File: config.mk
export PLATFORM = sky130hd
export DESIGN_NAME = circle_sequencer_flat
export DESIGN_NICKNAME = d
export VERILOG_FILES = /design/src/rtl/circle_sequencer_if.sv /design/src/rtl/circle_sequencer.sv /design/src/flat_wrapper.sv
export SDC_FILE = /design/constraint.sdc
export NUM_CORES = 1
export LEC_CHECK = 0
export BUFFER_PORTS_ARGS = -buffer_cell sky130_fd_sc_hd__buf_2
export CORE_UTILIZATION = 30
export DETAILED_ROUTE_END_ITERATION = 6
export GPL_TIMING_DRIVEN = 0
export MAX_ROUTING_LAYER = met4
export SKIP_LAST_GASP = 1
export SLEW_MARGIN = 15
export SYNTH_ARGS = -nofsm -noshare
export SYNTH_HDL_FRONTEND = slang
export SYNTH_SLANG_ARGS = --single-unit
File: constraint.sdc
create_clock -name CLOCK_50 -period 4.27 [get_ports CLOCK_50]
set_clock_uncertainty 0.1 [all_clocks]
set_input_delay 0 -clock CLOCK_50 [delete_from_list [all_inputs] [get_ports CLOCK_50]]
set_output_delay 0 -clock CLOCK_50 [all_outputs]
set_load 0.02 [all_outputs]
File: src/rtl/circle_sequencer_if.sv
// Drawer-side bus of the circle sequencer: one request/completion handshake plus the circle
// descriptor that travels with it.
// draw_start pulses for one cycle with draw_x/y/r/colour valid; those hold unchanged until the
// drawer answers with a one-cycle draw_done pulse. No new draw_start is issued before draw_done.
interface circle_sequencer_if #(
  parameter int COORD_W = 8,
  parameter int RAD_W   = 8
);
  logic               draw_start;
  logic               draw_done;
  logic [COORD_W-1:0] draw_x;
  logic [COORD_W-1:0] draw_y;
  logic [RAD_W-1:0]   draw_r;
  logic [2:0]         draw_colour;

  modport master (output draw_start, draw_x, draw_y, draw_r, draw_colour, input draw_done);
  modport slave  (input draw_start, draw_x, draw_y, draw_r, draw_colour, output draw_done);
endinterface

File: src/rtl/circle_sequencer.sv
// Programmable circle table sequencer: walks up to MAX_ENTRIES descriptors, skipping disabled
// ones, and hands each enabled circle to the drawer over circle_sequencer_if.
module circle_sequencer #(
  parameter int MAX_ENTRIES = 8,
  parameter int IDX_W       = 3,
  parameter int COORD_W     = 8,
  parameter int RAD_W       = 8,
  parameter bit AUTO_START  = 1'b1
) (
  input  logic               CLOCK_50,
  input  logic [3:0]         KEY,
  input  logic               cfg_we,
  input  logic [IDX_W-1:0]   cfg_addr,
  input  logic [COORD_W-1:0] cfg_x,
  input  logic [COORD_W-1:0] cfg_y,
  input  logic [RAD_W-1:0]   cfg_r,
  input  logic [2:0]         cfg_colour,
  input  logic               cfg_en,
  input  logic [IDX_W:0]     num_circles,
  input  logic               loop_en,
  circle_sequencer_if.master dbus,
  output logic               busy,
  output logic               seq_done,
  output logic [IDX_W-1:0]   cur_idx,
  output logic [2:0]         state_dbg
);

  typedef enum logic [2:0] {
    S_IDLE  = 3'd0,
    S_LOAD  = 3'd1,
    S_ISSUE = 3'd2,
    S_WAIT  = 3'd3,
    S_NEXT  = 3'd4,
    S_DONE  = 3'd5
  } state_t;

  typedef struct packed {
    logic               en;
    logic [2:0]         colour;
    logic [RAD_W-1:0]   r;
    logic [COORD_W-1:0] y;
    logic [COORD_W-1:0] x;
  } entry_t;

  // Power-on picture: five radius-20 circles, remaining entries disabled.
  function automatic entry_t default_entry(input int i);
    entry_t e;
    e = '0;
    case (i)
      0: e = '{en: 1'b1, colour: 3'b001, r: RAD_W'(20), y: COORD_W'(40), x: COORD_W'(36)};
      1: e = '{en: 1'b1, colour: 3'b100, r: RAD_W'(20), y: COORD_W'(40), x: COORD_W'(124)};
      2: e = '{en: 1'b1, colour: 3'b111, r: RAD_W'(20), y: COORD_W'(40), x: COORD_W'(80)};
      3: e = '{en: 1'b1, colour: 3'b110, r: RAD_W'(20), y: COORD_W'(80), x: COORD_W'(58)};
      4: e = '{en: 1'b1, colour: 3'b010, r: RAD_W'(20), y: COORD_W'(80), x: COORD_W'(102)};
      default: e = '0;
    endcase
    return e;
  endfunction

  logic   rst_n;
  logic   unused_keys;
  logic   [2:0] key0_sync;
  logic   auto_pend;
  logic   req;
  state_t state_q, state_d;
  logic   [IDX_W-1:0] idx_q, idx_d;
  logic   [IDX_W:0]   n_q, n_d, n_clamped;
  logic   load_draw;
  entry_t rd;
  entry_t table_q [MAX_ENTRIES];

  assign rst_n       = KEY[3];
  assign unused_keys = &{1'b0, KEY[2:1]};

  // key0_sync[1:0] is the synchroniser, key0_sync[2] the previous synchronised value.
  assign req = auto_pend | (key0_sync[2] & ~key0_sync[1]);
  assign n_clamped = (num_circles > (IDX_W+1)'(MAX_ENTRIES)) ? (IDX_W+1)'(MAX_ENTRIES)
                                                            : num_circles;
  assign rd = table_q[idx_q];

  always_ff @(posedge CLOCK_50) begin
    if (!rst_n) begin
      key0_sync <= 3'b111;
      auto_pend <= AUTO_START;
    end else begin
      key0_sync <= {key0_sync[1:0], KEY[0]};
      auto_pend <= 1'b0;
    end
  end

  // A write colliding with a LOAD read lands after the read, so LOAD sees the old entry.
  always_ff @(posedge CLOCK_50) begin
    if (!rst_n) begin
      for (int i = 0; i < MAX_ENTRIES; i++) table_q[i] <= default_entry(i);
    end else if (cfg_we) begin
      table_q[cfg_addr] <= '{en: cfg_en, colour: cfg_colour, r: cfg_r, y: cfg_y, x: cfg_x};
    end
  end

  always_comb begin
    state_d   = state_q;
    idx_d     = idx_q;
    n_d       = n_q;
    load_draw = 1'b0;
    case (state_q)
      S_IDLE, S_DONE: begin
        if (req) begin
          n_d     = n_clamped;
          idx_d   = '0;
          state_d = (n_clamped == '0) ? S_DONE : S_LOAD;
        end
      end
      S_LOAD: begin
        if (rd.en) begin
          load_draw = 1'b1;
          state_d   = S_ISSUE;
        end else begin
          state_d = S_NEXT;
        end
      end
      S_ISSUE: state_d = S_WAIT;
      S_WAIT:  if (dbus.draw_done) state_d = S_NEXT;
      S_NEXT: begin
        if (({1'b0, idx_q} + (IDX_W+1)'(1)) < n_q) begin
          idx_d   = idx_q + IDX_W'(1);
          state_d = S_LOAD;
        end else if (loop_en) begin
          idx_d   = '0;
          state_d = S_LOAD;
        end else begin
          state_d = S_DONE;
        end
      end
      default: state_d = S_IDLE;
    endcase
  end

  always_ff @(posedge CLOCK_50) begin
    if (!rst_n) begin
      state_q          <= S_IDLE;
      idx_q            <= '0;
      n_q              <= (IDX_W+1)'(5);
      dbus.draw_x      <= '0;
      dbus.draw_y      <= '0;
      dbus.draw_r      <= '0;
      dbus.draw_colour <= '0;
    end else begin
      state_q <= state_d;
      idx_q   <= idx_d;
      n_q     <= n_d;
      if (load_draw) begin
        dbus.draw_x      <= rd.x;
        dbus.draw_y      <= rd.y;
        dbus.draw_r      <= rd.r;
        dbus.draw_colour <= rd.colour;
      end
    end
  end

  assign dbus.draw_start = (state_q == S_ISSUE);
  assign busy      = (state_q == S_LOAD) || (state_q == S_ISSUE) ||
                     (state_q == S_WAIT) || (state_q == S_NEXT);
  assign seq_done  = (state_q == S_DONE);
  assign cur_idx   = idx_q;
  assign state_dbg = state_q;

endmodule
File: src/flat_wrapper.sv
// flat-port wrapper written by rule: the top's interface ports become plain ports
module circle_sequencer_flat 
#(
  parameter int MAX_ENTRIES = 8,
  parameter int IDX_W       = 3,
  parameter int COORD_W     = 8,
  parameter int RAD_W       = 8,
  parameter bit AUTO_START  = 1'b1
)
  (CLOCK_50, KEY, cfg_we, cfg_addr, cfg_x, cfg_y, cfg_r, cfg_colour, cfg_en, num_circles, loop_en, busy, seq_done, cur_idx, state_dbg, dbus_draw_start, dbus_draw_x, dbus_draw_y, dbus_draw_r, dbus_draw_colour, dbus_draw_done);
  circle_sequencer_if #(.COORD_W(COORD_W), .RAD_W(RAD_W)) dbus_i ();
  input  logic CLOCK_50;
  input  logic [3:0] KEY;
  input  logic cfg_we;
  input  logic [IDX_W-1:0] cfg_addr;
  input  logic [COORD_W-1:0] cfg_x;
  input  logic [COORD_W-1:0] cfg_y;
  input  logic [RAD_W-1:0] cfg_r;
  input  logic [2:0] cfg_colour;
  input  logic cfg_en;
  input  logic [IDX_W:0] num_circles;
  input  logic loop_en;
  output logic busy;
  output logic seq_done;
  output logic [IDX_W-1:0] cur_idx;
  output logic [2:0] state_dbg;
  output wire logic [$bits(dbus_i.draw_start)-1:0] dbus_draw_start;
  output wire logic [$bits(dbus_i.draw_x)-1:0] dbus_draw_x;
  output wire logic [$bits(dbus_i.draw_y)-1:0] dbus_draw_y;
  output wire logic [$bits(dbus_i.draw_r)-1:0] dbus_draw_r;
  output wire logic [$bits(dbus_i.draw_colour)-1:0] dbus_draw_colour;
  input wire logic [$bits(dbus_i.draw_done)-1:0] dbus_draw_done;
  assign dbus_draw_start = dbus_i.draw_start;
  assign dbus_draw_x = dbus_i.draw_x;
  assign dbus_draw_y = dbus_i.draw_y;
  assign dbus_draw_r = dbus_i.draw_r;
  assign dbus_draw_colour = dbus_i.draw_colour;
  assign dbus_i.draw_done = dbus_draw_done;
  circle_sequencer #(.MAX_ENTRIES(MAX_ENTRIES), .IDX_W(IDX_W), .COORD_W(COORD_W), .RAD_W(RAD_W), .AUTO_START(AUTO_START)) u_core (.CLOCK_50(CLOCK_50), .KEY(KEY), .cfg_we(cfg_we), .cfg_addr(cfg_addr), .cfg_x(cfg_x), .cfg_y(cfg_y), .cfg_r(cfg_r), .cfg_colour(cfg_colour), .cfg_en(cfg_en), .num_circles(num_circles), .loop_en(loop_en), .dbus(dbus_i), .busy(busy), .seq_done(seq_done), .cur_idx(cur_idx), .state_dbg(state_dbg));
endmodule
==> flow_metrics.tcl, run 1 <==
set metrics [dict create \
    synth_warnings 0 \
    period_minus_slack_ns 2.69 \
    synth-seq-cells 268 \
    tightest_slew_ns 1.08 \
    grt_pass1_wl_um 48500 \
    powerDensity_nw_per_um2 415 \
    power_uw 6020 \
    min_path_cells 2 \
    die_h_um 201 \
    cts_resized 0 \
    hold_path_class "in -> reg" \
    drc 0 \
    crit_type "reg -> reg" \
    drt-wirelength-per-cell_um 21.2 \
    routed_wl_um 32600 \
    numPortBuffers 76 \
    clock_latency_ns 0.54 \
    syn_nets 889 \
    rsz0062_at_grt "false" \
    htree_levels 1 \
    synth_cell_types 53 \
    antenna_left 0 \
    hpwl_um 21100 \
    endpoint_kind "flop" \
    p_leak_uw 0.00511 \
    grt_pass1_vias 7558 \
    antenna_found_initial 2 \
    yosys_most_used_dff "edfxtp_1" \
    synth_area_um2 11900 \
    netlist_instances 842 \
    preCtsSetupSlack_ns 1.58 \
    setup_viol 0 \
    max-vdd-ir-drop_v 0.000260 \
    status "complete, no violations" \
    clk_path_buf_depth 3 \
    slew_viol_final 0 \
    initial_core_util_pct 30.6 \
    die_area_um2 40400 \
    drive_gt1_share_pct 18.1 \
    core-area_um2 38800 \
    fin_util_pct 37.4 \
    cp_max_fo 6 \
    syn_to_final_growth_pct 22.2 \
    max_slew_margin_pct 27.8 \
    clockRootBuffer "clkbuf_16" \
    async_reset_ff_share_pct 0 \
    fin_nets 1045 \
    first_iter_violations 684 \
    via_per_inst 4.82 \
    hold_viol 0 \
    clkTransAtPathRegs_ns 0.06 \
    cts_tree "built" \
    maxCapViolCount 0 \
    fin_cells 1540 \
    cp.arrival_ns 2.99 \
    io_pins 79 \
    synth-edff-count 224 \
    grt_overflow 0 \
    first_pass_iters 5 \
    reg2reg_depth 8 \
    avgSynthCellArea_um2 14.1 \
    rows 72 \
    fmax_mhz 371 \
    startpoint_type "flop" \
    place.gp.congestion 0.842 \
    yosysSeqAreaShare_pct 64.0 \
    dp_cells 1444 \
    fp.dieW_um 201 \
    vias 7417 \
    cp_data_required_time_ns 4.57 \
    track_usage_pct 16.5 \
    timing.final.ws_setup_ns 1.58 \
    timing.hold.ws_ns 0.0145 \
    numClockSinks 268 \
    cts_buffers 29 \
    min_period_over_period_pct 63.1 \
    grt_max_degree 19 \
]
-- Yosys cell counts (3+ instances only) --
cell type	number	area (um2)
and3_1	5	31.3
buf_2	10	50.1
nand2_1	34	128
o211ai_1	29	218
o21ai_0	5	25.0
nand3_1	3	15.0
ha_1	4	50.1
nor3_1	6	30.0
edfxtp_1	224	6730
buf_6	4	45.0
nor2_1	7	26.3
a22oi_1	28	210
or3_1	23	144
clkbuf_1	41	154
nand2b_1	40	250
inv_1	6	22.5
a211oi_1	3	22.5
mux2i_1	83	831
and2_1	175	1090
dfxtp_1	44	881
mux4_2	27	608
nor2b_1	5	31.3
-- area by class of cell --
| cell class | count | area, um2 |
|---|---|---|
| multi-input combinational | 509 | 4040 |
| inverter | 7 | 26.3 |
| clock buffer | 34 | 754 |
| buffer | 58 | 268 |
| tap | 518 | 648 |
| sequential | 268 | 7610 |
| clock inverter | 19 | 176 |
| fill | 3645 | 24300 |
| timing repair buffer | 125 | 996 |
| antenna | 2 | 5.00 |
-- registers in the layout, summed over array words and instances (netlist names), named ones only --
signal,flops
u_core.table_q,224
u_core.dbus.draw_colour,3
u_core.n_q,4
u_core.dbus.draw_y,8
u_core.dbus.draw_r,8
u_core.dbus.draw_x,8
u_core.key0_sync,3
u_core.state_dbg,3
u_core.auto_pend,1
u_core.cur_idx,3
-- critical path: stages, from the launching register on --
cell	delay (ns)
dfxtp_1	0.36
ha_1	0.22
nor2b_1	0.14
or2_2	0.28
ha_1	0.21
or3_1	0.40
o221a_1	0.29
a211oi_1	0.38
o21ai_1	0.17
-- cell usage in the layout (no fill, tap or decap), types with 7 or more instances in the layout --
master	netlist	routed
mux2i_1	83	83
nand2b_1	40	36
dlygate4sd3_1	0	41
nor2_1	7	7
or3_1	23	23
clkbuf_16	0	29
clkbuf_1	41	45
nand2_1	34	34
mux4_2	27	27
buf_2	10	86
and2_1	175	175
edfxtp_1	224	224
a22oi_1	28	28
o211ai_1	29	29
dfxtp_1	44	44
-- logic make-up after synthesis --
kind of cell / count (synthesis) / synth area share (%)
muxes: 112 / 12.3
AOI/OAI and AO/OA: 84 / 5.30
xor gates and xnor gates: 2 / 0.147
and+or+nand+nor: 307 / 15.3
DFF: 268 / 64.0
adders and majority gates: 4 / 0.421
buffers and inverters: 65 / 2.47
-- per-stage QoR --
| stage | instance area, um2 | TNS (ns) |
|---|---|---|
| floorplan | 11900 | 0 |
| global placement | 12900 | -121.98 |
| detailed placement | 13200 | 0 |
| CTS | 14500 | 0 |
| global route | 14500 | 0 |
| finish | 14500 | 0 |
-- worst paths after layout --
kind | startpoint | to | slack [ns]
hold / removal | cfg_addr[0] | u_core.table_q[6][4] | 0.01
hold reg to reg | u_core.key0_sync[0] | u_core.key0_sync[1] | 0.32
setup / recovery | u_core.cur_idx[0] | u_core.cur_idx[1] | 1.58
setup reg to reg | u_core.cur_idx[0] | u_core.cur_idx[1] | 1.58
-- report_power, final --
part	leakage [uW]	switching, uW	internal [uW]	total, uW
sequential	0.00253	50.6	3000	3050
clock	0.000444	1040	1440	2480
combinational	0.00213	301	197	498
total	0.00511	1390	4630	6020
-- per-layer routing --
metal	share of wire, %	wire length [um]	up-vias	track usage (%)
met4	1.9	612	0	3.35
met1	43	14100	3716	21.3
met5	0	0	-	-
li1	-	-	3435	-
met3	5.4	1770	49	2.19
met2	49	16100	217	27.9
-- what timing repair did --
action                                 CTS  global route
hold buffers                            41             0
buffers inserted                         0             0
endpoints found under the hold margin  232             0
Power figures use the tool's default switching activity.
==> run 2, diff against run 1 <==
Clock period 4.27 ns to 2.15 ns, I/O delays scaled along.
==> flow_metrics.tcl, run 2 (synthesis gave the netlist of run 1 again) <==
set metrics [dict create \
    crit_family "simple AND/OR/NAND/NOR gates" \
    hold_path_class "in -> reg" \
    cp.buffers_inverters 0 \
    powerDensity_nw_per_um2 806 \
    drc 0 \
    min_period_over_period_pct 104 \
    clk_path_buf_depth 3 \
    violations "setup timing" \
    cts_tree "built" \
    crit_top_cell "ha_4" \
    place_area_um2 13200 \
    seqPwrFrac_pct 51.4 \
    vias 7487 \
    layout_common_cells "edfxtp_1, and2_1, mux2i_1, buf_2" \
    max-vdd-ir-drop_v 0.000618 \
    grt_pass1_wl_um 48900 \
    core-area_um2 38800 \
    timing.final.ws_setup_ns -0.0785 \
    power.internal_uw 9040 \
    design_area_um2 14600 \
    crit_type "reg -> reg" \
    via_per_inst 4.85 \
    die_area_um2 40400 \
    fp.dieW_um 201 \
    grt_overflow 0 \
    cp.arrival_ns 2.55 \
    status "complete, but fails checks" \
    io_pins 79 \
    p_comb_share_pct 8.4 \
    drt-wirelength-per-cell_um 21.2 \
    antenna_found_initial 2 \
    startpoint_type "flop" \
    fillers 3675 \
    antenna_left 0 \
    grt_pass1_vias 7544 \
    mostFrequentLayoutCell "edfxtp_1" \
    numPortBuffers 76 \
    preCtsSetupSlack_ns -0.604 \
    syn_to_final_growth_pct 22.9 \
    first_pass_iters 5 \
    cp_data_required_time_ns 2.48 \
    track_usage_pct 16.7 \
    p_leak_uw 0.00515 \
    clockRootBuffer "clkbuf_16" \
    p_switching_uw 2740 \
    drive_gt1_share_pct 20.1 \
    hpwl_um 21100 \
    regMostFlops "u_core.table_q" \
    maxCapViolCount 0 \
    power_uw 11800 \
    clock_power_share_pct 40.2 \
    routed_wl_um 32700 \
    hold_viol 0 \
    max_slew_margin_pct 33.4 \
    fin_nets 1047 \
    cpPeakStageDelay_ns 0.35 \
    rows 72 \
    place.gp.congestion 0.768 \
    clkTransAtPathRegs_ns 0.06 \
    initial_core_util_pct 30.6 \
    die_h_um 201 \
    numClockSinks 268 \
    fmax_mhz 449 \
    rsz0062_at_grt "true" \
    largest_register_ffs 224 \
    first_iter_violations 609 \
    switching_share_pct 23.3 \
    crit_path_cell_trace "ha_4 > nor2b_4 > or2_4 > ha_4 > or3_4 > o221a_4 > a211oi_4 > a211oi_2" \
    period_minus_slack_ns 2.23 \
    cp_max_fo 3 \
    endpoint_kind "flop" \
    fin_util_pct 37.6 \
    clock_latency_ns 0.55 \
    cp_slowest_cell "dfxtp_4" \
    tightest_slew_ns 0.995 \
    grt_max_degree 24 \
    cts_buffers 30 \
    finalSetupTns_ns -0.381 \
    setup_viol 7 \
    slew_viol_final 0 \
    htree_levels 1 \
]
==> run 2: worst register-to-register path: cells and delay by family, from the launching register on <==
family                     cells  cell delay [ns]
DFF                            1             0.35
adders and majority gates      2             0.30
AOI/OAI and AO/OA              3             0.66
and+or+nand+nor                3             0.69
==> run 2: layer usage <==
metal | global-route usage [%] | vias up | wire (um)
met1 | 22.9 | 3743 | 15000
met5 | - | - | 0
met4 | 3.35 | 0 | 584
met3 | 2.50 | 46 | 1790
li1 | - | 3445 | -
met2 | 26.3 | 253 | 15300
==> run 2: repair_timing <==
action                                 in CTS  in global routing
endpoints found under the hold margin     259                  0
resized for setup                          16                 12
hold buffers                               39                  0
pin swaps                                   5                  0
setup endpoints to repair                  70                 28
setup buffers                               2                  1
==> run 2: final timing paths <==
kind	depth (start not counted)	end	slack (ns)	startpoint
worst max register to register	8	u_core.cur_idx[0]	-0.08	u_core.cur_idx[0]
worst max-delay path	8	u_core.cur_idx[0]	-0.08	u_core.cur_idx[0]
worst min-delay path	3	u_core.key0_sync[0]	0.07	KEY[0]
worst min register to register	1	u_core.key0_sync[1]	0.32	u_core.key0_sync[0]
==> run 2: per-stage QoR <==
| step | hold WS (ns) | instances |
|---|---|---|
| CTS | 0.0508 | 1541 |
| detailed placement | 0.0992 | 1444 |
| floorplan | 0.00147 | 842 |
| global placement | 0.0943 | 1436 |
| global route | 0.0771 | 1543 |
| finish | 0.0703 | 1544 |
==> run 2: power groups by stage <==
stage	combinational (uW)	clock, uW	sequential (uW)
after detailed placement	931	0	6160
after global routing	1070	5040	6080
final	993	4740	6050
after floorplan	471	0	6180
after global placement	857	0	6160
after CTS	1010	4810	6050
==> run 2: layout make-up <==
class / count / area [um2] / share of cell area [%]
flip-flops and latches: 268 / 7610 / 52.1
multi-input cells: 509 / 4110 / 28.2
repair buffers: 126 / 983 / 6.73
clock buffers: 41 / 833 / 5.71
well taps: 518 / 648 / 4.44
plain buffers: 58 / 307 / 2.10
clock inverters: 15 / 75.1 / 0.514
inverters: 7 / 26.3 / 0.180
diodes: 2 / 5.00 / 0.0343
